$ cat config.mk
export PLATFORM = sky130hd
export DESIGN_NAME = icosoc_ctrl_master_flat
export DESIGN_NICKNAME = d
export VERILOG_FILES = /design/src/rtl/icosoc_ctrl_master_if.sv /design/src/rtl/icosoc_ctrl_master.sv /design/src/flat_wrapper.sv
export SDC_FILE = /design/constraint.sdc
export NUM_CORES = 1
export LEC_CHECK = 0
export CORE_MARGIN = 5
export CORE_UTILIZATION = 40
export DETAILED_ROUTE_END_ITERATION = 7
export PLACE_DENSITY = 0.75
export RECOVER_POWER = 50
export SYNTH_ARGS = -nofsm -noshare
export SYNTH_HDL_FRONTEND = slang
export SYNTH_SLANG_ARGS = --single-unit
$ cat constraint.sdc
create_clock -name clk -period 1.6 [get_ports clk]
set_input_delay 0.48 -clock clk [delete_from_list [all_inputs] [get_ports clk]]
set_output_delay 0.48 -clock clk [all_outputs]
set_load 0.02 [all_outputs]
$ cat src/rtl/icosoc_ctrl_master_if.sv
// Command, response and peripheral control-bus signals of the icosoc control master.
// The master modport is the initiator's view; slave is the environment's view.
interface icosoc_ctrl_master_if;
  logic        cmd_valid;
  logic        cmd_ready;
  logic [3:0]  cmd_wstrb;
  logic [15:0] cmd_addr;
  logic [31:0] cmd_wdat;
  logic        rsp_valid;
  logic        rsp_ready;
  logic [31:0] rsp_rdat;
  logic        rsp_err;
  logic [3:0]  ctrl_wr;
  logic        ctrl_rd;
  logic [15:0] ctrl_addr;
  logic [31:0] ctrl_wdat;
  logic [31:0] ctrl_rdat;
  logic        ctrl_done;

  modport master (
    input  cmd_valid, cmd_wstrb, cmd_addr, cmd_wdat, rsp_ready, ctrl_rdat, ctrl_done,
    output cmd_ready, rsp_valid, rsp_rdat, rsp_err, ctrl_wr, ctrl_rd, ctrl_addr, ctrl_wdat
  );

  modport slave (
    output cmd_valid, cmd_wstrb, cmd_addr, cmd_wdat, rsp_ready, ctrl_rdat, ctrl_done,
    input  cmd_ready, rsp_valid, rsp_rdat, rsp_err, ctrl_wr, ctrl_rd, ctrl_addr, ctrl_wdat
  );
endinterface

$ cat src/rtl/icosoc_ctrl_master.sv
// Single-outstanding initiator for the icosoc peripheral control bus: issues one
// read/write, waits for ctrl_done or a timeout, and returns data/status.
module icosoc_ctrl_master #(
  parameter int TIMEOUT_CYCLES = 255
) (
  input logic                  clk,
  input logic                  resetn,
  icosoc_ctrl_master_if.master bus
);

  localparam int TW = $clog2(TIMEOUT_CYCLES + 1);
  localparam logic [TW-1:0] TIMER_LAST = TW'(TIMEOUT_CYCLES - 1);

  typedef enum logic [1:0] {
    ST_IDLE = 2'd0,
    ST_BUS  = 2'd1,
    ST_RESP = 2'd2
  } state_e;

  state_e        state_q, state_d;
  logic [TW-1:0] timer_q, timer_d;
  logic          cmd_ready_q, cmd_ready_d;
  logic          rsp_valid_q, rsp_valid_d;
  logic [31:0]   rsp_rdat_q, rsp_rdat_d;
  logic          rsp_err_q, rsp_err_d;
  logic [3:0]    ctrl_wr_q, ctrl_wr_d;
  logic          ctrl_rd_q, ctrl_rd_d;
  logic [15:0]   ctrl_addr_q, ctrl_addr_d;
  logic [31:0]   ctrl_wdat_q, ctrl_wdat_d;

  // State and output registers
  always_ff @(posedge clk or negedge resetn) begin
    if (!resetn) begin
      state_q     <= ST_IDLE;
      timer_q     <= {TW{1'b0}};
      cmd_ready_q <= 1'b0;
      rsp_valid_q <= 1'b0;
      rsp_rdat_q  <= 32'h0000_0000;
      rsp_err_q   <= 1'b0;
      ctrl_wr_q   <= 4'h0;
      ctrl_rd_q   <= 1'b0;
      ctrl_addr_q <= 16'h0000;
      ctrl_wdat_q <= 32'h0000_0000;
    end else begin
      state_q     <= state_d;
      timer_q     <= timer_d;
      cmd_ready_q <= cmd_ready_d;
      rsp_valid_q <= rsp_valid_d;
      rsp_rdat_q  <= rsp_rdat_d;
      rsp_err_q   <= rsp_err_d;
      ctrl_wr_q   <= ctrl_wr_d;
      ctrl_rd_q   <= ctrl_rd_d;
      ctrl_addr_q <= ctrl_addr_d;
      ctrl_wdat_q <= ctrl_wdat_d;
    end
  end

  // Next-state and next-output logic
  always_comb begin
    state_d     = state_q;
    timer_d     = timer_q;
    cmd_ready_d = cmd_ready_q;
    rsp_valid_d = rsp_valid_q;
    rsp_rdat_d  = rsp_rdat_q;
    rsp_err_d   = rsp_err_q;
    ctrl_wr_d   = ctrl_wr_q;
    ctrl_rd_d   = ctrl_rd_q;
    ctrl_addr_d = ctrl_addr_q;
    ctrl_wdat_d = ctrl_wdat_q;

    case (state_q)
      ST_IDLE: begin
        cmd_ready_d = 1'b1;
        if (bus.cmd_valid && cmd_ready_q) begin
          ctrl_addr_d = bus.cmd_addr;
          ctrl_wdat_d = bus.cmd_wdat;
          if (bus.cmd_wstrb != 4'h0) begin
            ctrl_wr_d = bus.cmd_wstrb;
            ctrl_rd_d = 1'b0;
          end else begin
            ctrl_wr_d = 4'h0;
            ctrl_rd_d = 1'b1;
          end
          cmd_ready_d = 1'b0;
          timer_d     = {TW{1'b0}};
          state_d     = ST_BUS;
        end else begin
          state_d = ST_IDLE;
        end
      end

      ST_BUS: begin
        timer_d = timer_q + TW'(1);
        // ctrl_done takes priority over a timeout in the same cycle
        if (bus.ctrl_done) begin
          ctrl_wr_d   = 4'h0;
          ctrl_rd_d   = 1'b0;
          rsp_rdat_d  = ctrl_rd_q ? bus.ctrl_rdat : 32'h0000_0000;
          rsp_err_d   = 1'b0;
          rsp_valid_d = 1'b1;
          state_d     = ST_RESP;
        end else if (timer_q == TIMER_LAST) begin
          ctrl_wr_d   = 4'h0;
          ctrl_rd_d   = 1'b0;
          rsp_rdat_d  = 32'hFFFF_FFFF;
          rsp_err_d   = 1'b1;
          rsp_valid_d = 1'b1;
          state_d     = ST_RESP;
        end else begin
          state_d = ST_BUS;
        end
      end

      ST_RESP: begin
        if (bus.rsp_ready) begin
          rsp_valid_d = 1'b0;
          cmd_ready_d = 1'b1;
          state_d     = ST_IDLE;
        end else begin
          state_d = ST_RESP;
        end
      end

      default: begin
        state_d     = ST_IDLE;
        cmd_ready_d = 1'b0;
        rsp_valid_d = 1'b0;
        ctrl_wr_d   = 4'h0;
        ctrl_rd_d   = 1'b0;
      end
    endcase
  end

  assign bus.cmd_ready = cmd_ready_q;
  assign bus.rsp_valid = rsp_valid_q;
  assign bus.rsp_rdat  = rsp_rdat_q;
  assign bus.rsp_err   = rsp_err_q;
  assign bus.ctrl_wr   = ctrl_wr_q;
  assign bus.ctrl_rd   = ctrl_rd_q;
  assign bus.ctrl_addr = ctrl_addr_q;
  assign bus.ctrl_wdat = ctrl_wdat_q;

endmodule
$ cat src/flat_wrapper.sv
// flat-port wrapper written by rule: the top's interface ports become plain ports
module icosoc_ctrl_master_flat 
#(
  parameter int TIMEOUT_CYCLES = 255
)
  (clk, resetn, bus_cmd_valid, bus_cmd_wstrb, bus_cmd_addr, bus_cmd_wdat, bus_rsp_ready, bus_ctrl_rdat, bus_ctrl_done, bus_cmd_ready, bus_rsp_valid, bus_rsp_rdat, bus_rsp_err, bus_ctrl_wr, bus_ctrl_rd, bus_ctrl_addr, bus_ctrl_wdat);
  icosoc_ctrl_master_if bus_i ();
  input logic clk;
  input logic resetn;
  input wire logic [$bits(bus_i.cmd_valid)-1:0] bus_cmd_valid;
  input wire logic [$bits(bus_i.cmd_wstrb)-1:0] bus_cmd_wstrb;
  input wire logic [$bits(bus_i.cmd_addr)-1:0] bus_cmd_addr;
  input wire logic [$bits(bus_i.cmd_wdat)-1:0] bus_cmd_wdat;
  input wire logic [$bits(bus_i.rsp_ready)-1:0] bus_rsp_ready;
  input wire logic [$bits(bus_i.ctrl_rdat)-1:0] bus_ctrl_rdat;
  input wire logic [$bits(bus_i.ctrl_done)-1:0] bus_ctrl_done;
  output wire logic [$bits(bus_i.cmd_ready)-1:0] bus_cmd_ready;
  output wire logic [$bits(bus_i.rsp_valid)-1:0] bus_rsp_valid;
  output wire logic [$bits(bus_i.rsp_rdat)-1:0] bus_rsp_rdat;
  output wire logic [$bits(bus_i.rsp_err)-1:0] bus_rsp_err;
  output wire logic [$bits(bus_i.ctrl_wr)-1:0] bus_ctrl_wr;
  output wire logic [$bits(bus_i.ctrl_rd)-1:0] bus_ctrl_rd;
  output wire logic [$bits(bus_i.ctrl_addr)-1:0] bus_ctrl_addr;
  output wire logic [$bits(bus_i.ctrl_wdat)-1:0] bus_ctrl_wdat;
  assign bus_i.cmd_valid = bus_cmd_valid;
  assign bus_i.cmd_wstrb = bus_cmd_wstrb;
  assign bus_i.cmd_addr = bus_cmd_addr;
  assign bus_i.cmd_wdat = bus_cmd_wdat;
  assign bus_i.rsp_ready = bus_rsp_ready;
  assign bus_i.ctrl_rdat = bus_ctrl_rdat;
  assign bus_i.ctrl_done = bus_ctrl_done;
  assign bus_cmd_ready = bus_i.cmd_ready;
  assign bus_rsp_valid = bus_i.rsp_valid;
  assign bus_rsp_rdat = bus_i.rsp_rdat;
  assign bus_rsp_err = bus_i.rsp_err;
  assign bus_ctrl_wr = bus_i.ctrl_wr;
  assign bus_ctrl_rd = bus_i.ctrl_rd;
  assign bus_ctrl_addr = bus_i.ctrl_addr;
  assign bus_ctrl_wdat = bus_i.ctrl_wdat;
  icosoc_ctrl_master #(.TIMEOUT_CYCLES(TIMEOUT_CYCLES)) u_core (.clk(clk), .resetn(resetn), .bus(bus_i));
endmodule
==> results.yml, run 1 <==
run_status:
  run_status: "finished clean"
cells_and_area:
  area_growth_pct: 48.6
  final_area_um2: 6380
  multi_input_area_um2: 1710
  seq_area_um2: 2450
  fillers: 911
  finalNetCount: 732
  num_antenna_cells: 0
  layout-drive-gt1-share_pct: 6.82
cts:
  h-tree-depth: 3
  cts.clk_slew.worst_paths_ps: 100
  cts-root-buf: "clkbuf_8"
  cts_buffer_depth: 2
  clk_latency_ps: 340
  clock-sinks: 98
  postCtsHoldBufs: 0
  numCtsBuffers: 9
  cts_tree: "done"
  cts_setup_buffers: 0
synthesis:
  syn_inst: 463
  synth_area_leaders: "dfrtp_1 57%, nand2_1 13%, o21ai_0 7.3%"
  yosysMostFrequentCell: "nand2_1"
  synthDistinctLibCells: 39
  ys_warn_count: 0
  synthFlopType: "dfrtp_1"
  synth_edf_count: 0
  yosysTopAreaCell: "dfrtp_1"
  synth_fp_nets: 554
  synth_area_um2: 4290
  ys_async_sr_fraction_pct: 100
  synth_top_area_share_pct: 57.1
  synth-seq-cells: 98
  yosys-top-cells-count: "151 x nand2_1, 98 x dfrtp_1, 63 x o21ai_0"
  ys_seq_area_share_pct: 57.1
  avgSynthCellArea_um2: 9.27
critical_path:
  arrival_ps: 1070
  worstPathCellList: "dlygate4sd2_1"
  slowest_stage: "dfrtp_1"
  crit_family: "flip-flops"
  crit_required_ps: 1120
  cp-end-kind: "output pin"
  crit_fanout: 2
  rrSetupSlack_ps: 120
  slowest_delay_ps: 400
  r2r_start: "u_core.timer_q[1]"
  crit_type: "register to output pin"
  cp-startpoint: "u_core.bus.rsp_rdat[6]"
  path_buf_inv: 1
  worstSetupStartpointType: "register"
floorplan:
  start_util_pct: 41.2
  num_rows: 37
  die_y_um: 114
  fp.coreArea_um2: 10400
  die_area_um2: 12900
  dieWidth_um: 114
  io_pins: 177
sta:
  skew_ps: 10.2
  rsz0062_at_grt: "false"
  max_freq_ghz: 0.645
  relSlewSlack_pct: 54.6
  min_period_over_period_pct: 96.9
  timing_hold_violations_final: 0
  maxSlewViolCount: 0
  tightest_slew_ps: 681
  post-route-min-period_ps: 1550
  fin_ws_ps: 49.0
  worst_hold_slack_ps: 162
  setup_violations: 0
  timing.setup.tns_ps: 0
global_route:
  grt_use_total_pct: 17.7
  grt_pass1_vias: 3877
  grt_antenna_before_repair: 0
  overflow: 0
  grt_pass1_wl_mm: 19.0
  grt_max_degree: 65
pwr:
  pwr_density_cell_nw_per_um2: 1800
  vdd.ir_drop.worst_uv: 866
  leakagePower_nw: 3.07
  fin_total_pwr_mw: 11.5
route:
  drt_pre_antenna_iters: 4
  totalWireLength_mm: 11.4
  drc_errors: 0
  ant_nets: 0
  vias_per_cell: 4.94
  drtIter0Drc: 272
  routedWlPerCell_um: 14.6
  vias: 3859
place:
  place_ws_ps: -240
  placed_area_um2: 6310
  routabilityCongestion: 0.800
  portBuffers: 176
  dp_hpwl_mm: 8.36
hold_path:
  hold_class: "primary input to asynchronous set/reset pin"
job:
  cap_violations: 0
[state kept, by name, indices dropped and copies added, names as in the netlist]
name                  flops
u_core.bus.ctrl_wdat     32
u_core.bus.rsp_rdat      32
u_core.bus.ctrl_addr     16
u_core.timer_q            8
u_core.bus.ctrl_wr        4
u_core.state_q            2
u_core.bus.cmd_ready      1
u_core.bus.ctrl_rd        1
u_core.bus.rsp_err        1
u_core.bus.rsp_valid      1
[report_power, final]
part	internal, mW	switching, mW
logic	2.25	3.40
clock network	0.759	0.821
registers	3.61	0.632
[stage by stage]
stage | std cells | util, %
6_report | 781 | 61.2
5_1_grt | 781 | 61.2
4_1_cts | 781 | 61.4
3_5_place_dp | 766 | 60.6
3_3_place_gp | 766 | 60.6
2_1_floorplan | 463 | -
[cell families after synthesis]
group                      Yosys count  synth area share (%)
adders and majority gates            2                 0.583
xor gates and xnor gates             1                 0.204
and+or+nand+nor                    204                  21.8
buffers and inverters               32                  3.76
DFF                                 98                  57.1
muxes                                6                  1.40
AOI/OAI and AO/OA                  120                  15.2
[worst paths after layout]
path                                            end  cells after the start
max in group asynchronous  u_core.bus.ctrl_wdat[11]                      2
min reg2reg                u_core.bus.ctrl_wdat[12]                      2
max reg2reg                   u_core.bus.ctrl_wr[2]                      5
min in group clk           u_core.bus.ctrl_wdat[12]                      2
min                          u_core.bus.rsp_rdat[2]                      1
max                                 bus_rsp_rdat[6]                      1
[area by class of cell]
class	count	area share (%)
Clock inverter	4	0.824
Timing Repair Buffer	197	28.9
Inverter	2	0.118
Clock buffer	11	2.22
Tap cell	136	2.67
Sequential cell	98	38.4
Multi-Input combinational cell	333	26.8
[what timing repair did]
action / CTS / global route
setup endpoints to repair: 88 / 20
pin swaps: 0 / 1
gates resized for setup: 88 / 18
[cells in the final DEF (no fill, tap or decap), types with 2 or more instances in the layout]
cell	n
buf_4	14
clkbuf_1	4
clkdlybuf4s15_1	15
nor2_1	2
buf_12	3
dlygate4sd2_1	72
inv_1	2
mux2i_1	6
nand3_1	6
o211ai_1	2
o31ai_1	2
o21ai_0	68
dfrtp_1	98
clkbuf_8	10
and2_1	32
clkbuf_2	2
clkdlybuf4s50_1	87
a21oi_1	3
ha_1	2
o21ai_1	34
nand2_1	151
clkinvlp_4	3
o2bb2ai_1	4
[routing by layer]
layer,GRT usage [%],vias up,part of all wire [%]
met3,5.09,12,7.6
met4,4.97,0,1.2
met1,24.3,1823,43
met5,0,-,0
met2,27.4,134,48
li1,-,1890,-
Note: power is estimated with default switching activity, not from simulation.
==> run 2, diff against run 1 <==
--- a/config.mk
+++ b/config.mk
@@ -6,9 +6,8 @@
 export NUM_CORES = 1
 export LEC_CHECK = 0
 export CORE_MARGIN = 5
-export CORE_UTILIZATION = 40
+export CORE_UTILIZATION = 30
 export DETAILED_ROUTE_END_ITERATION = 7
-export PLACE_DENSITY = 0.75
 export RECOVER_POWER = 50
 export SYNTH_ARGS = -nofsm -noshare
 export SYNTH_HDL_FRONTEND = slang
==> run 2 against run 1 <==
Against the previous run:
- die area increased by 30%
- register-to-register slack lost 20 ps
- critical path type unchanged
- power up 6.7%
- count of clock-buffer cells in the layout is 1 lower
- first-iteration DRC count decreased by 8.5%
- via count is 2.4% lower
- critical endpoint is now bus_ctrl_wr[2]
==> results.yml, run 2 (synthesis results as in run 1) <==
global_route:
  overflow: 0
  grt_use_total_pct: 14.3
  grt_pass1_vias: 3800
  grt_pass1_wl_mm: 19.4
  grt_max_degree: 65
  grt_antenna_before_repair: 0
sta:
  timing_hold_violations_final: 0
  rsz0062_at_grt: "false"
  timing.setup.tns_ps: 0
  fin_ws_ps: 51.7
  skew_ps: 5.10
  setup_violations: 0
  tightest_slew_ps: 447
  min_period_over_period_pct: 96.8
  max_freq_ghz: 0.646
  relSlewSlack_pct: 70.2
  maxSlewViolCount: 0
  post-route-min-period_ps: 1550
critical_path:
  worstPathCellList: "clkdlybuf4s15_1"
  arrival_ps: 1070
  crit_required_ps: 1120
  worstSetupStartpointType: "register"
  crit_type: "register to output pin"
  path_buf_inv: 1
  slowest_stage: "dfrtp_1"
  cp-end-kind: "output pin"
  slowest_delay_ps: 390
  crit_family: "flip-flops"
  crit_fanout: 3
cells_and_area:
  final_cell_mix: "151 x nand2_1, 98 x dfrtp_1, 87 x clkdlybuf4s50_1"
  fin_util_pct: 47.1
  num_antenna_cells: 0
  finalNetCount: 731
  area_growth_pct: 53.0
  layout_commonest_cell: "nand2_1"
  final_area_um2: 6570
  layout-drive-gt1-share_pct: 6.82
pwr:
  pwr_density_cell_nw_per_um2: 1860
  vdd.ir_drop.worst_uv: 903
  leakagePower_nw: 3.17
cts:
  clock-sinks: 98
  cts-root-buf: "clkbuf_16"
  cts_setup_buffers: 0
  h-tree-depth: 3
  cts.clk_slew.worst_paths_ps: 60
  cts_buffer_depth: 2
  cts_tree: "done"
  clk_latency_ps: 350
  numCtsBuffers: 9
place:
  portBuffers: 176
  place_ws_ps: -251
  routabilityCongestion: 0.804
  dp_hpwl_mm: 8.46
  placed_area_um2: 6380
floorplan:
  io_pins: 177
  fp.coreArea_um2: 13900
  start_util_pct: 30.8
  die_area_um2: 16800
  die_y_um: 130
  dieWidth_um: 130
  num_rows: 43
route:
  vias: 3768
  drc_errors: 0
  routedWlPerCell_um: 14.4
  drt_pre_antenna_iters: 4
  vias_per_cell: 4.57
  ant_nets: 0
  totalWireLength_mm: 11.9
  drtIter0Drc: 249
job:
  cap_violations: 0
hold_path:
  hold_class: "register to register"
run_status:
  run_status: "finished clean"
run 2: cell types whose count changed in the layout (fill, tap and decap cells not counted), sizes merged:
cell	before	now
clkinvlp	3	2
inv	2	3
dlygate4sd3	0	1
clkinv	0	1
dlygate4sd2	72	84
buf	17	14
clkdlybuf4s15	15	3
bufinv	1	2
run 2: path summary, 6_finish.rpt:
kind	start	endpoint	slack, ps	depth (start not counted)
max	u_core.bus.ctrl_wr[2]	bus_ctrl_wr[2]	50	1
min	u_core.bus.ctrl_wdat[12]	u_core.bus.ctrl_wdat[12]	470	2
max reg2reg	u_core.timer_q[1]	u_core.bus.ctrl_wr[2]	100	5
min reg2reg	u_core.bus.ctrl_wdat[12]	u_core.bus.ctrl_wdat[12]	470	2
max in group asynchronous	resetn	u_core.bus.ctrl_wdat[0]	220	3
min in group asynchronous	resetn	u_core.bus.rsp_rdat[15]	610	2
run 2: metal layers:
layer / track usage, % / routed length [um]
met5: 0 / 0
met4: 3.24 / 118
met3: 5.73 / 1030
met2: 22.7 / 5610
met1: 18.5 / 5130
run 2: repair_timing:
item / 4_1_cts / 5_1_grt
hold buffers: 1 / 0
endpoints found under the setup margin: 88 / 4
hold endpoints to repair: 14 / 0
gates resized for setup: 88 / 5
gates cloned: 0 / 0
run 2: report_power, final:
group / switching [mW] / total, mW / internal (mW)
Clock: 0.936 / 2.35 / 1.41
Sequential: 0.638 / 4.25 / 3.62
Combinational: 3.40 / 5.64 / 2.24
run 2: final cells by class:
class,count,area [um^2]
inverters,2,7.51
flip-flops and latches,98,2450
clock inverters,6,88.8
repair buffers,196,1860
clock buffers,10,239
multi-input cells,333,1690
well taps,180,225
fillers,1364,7370
run 2: metrics by stage:
step / hold WS, ps / cells / total power [mW]
after detailed placement: 372 / 808 / 10.9
after CTS: 474 / 825 / 12.5
final: 467 / 825 / 12.2
after global placement: 372 / 808 / 10.7
after floorplan: 184 / 463 / 7.59
after global routing: 492 / 825 / 13.2
run 2: worst reg2reg max path, cell delays in order (launching register included):
cell and delay, ps:
dfrtp_1 420, ha_1 210, and3_1 190, a211oi_2 300, buf_4 180, o2bb2ai_1 120
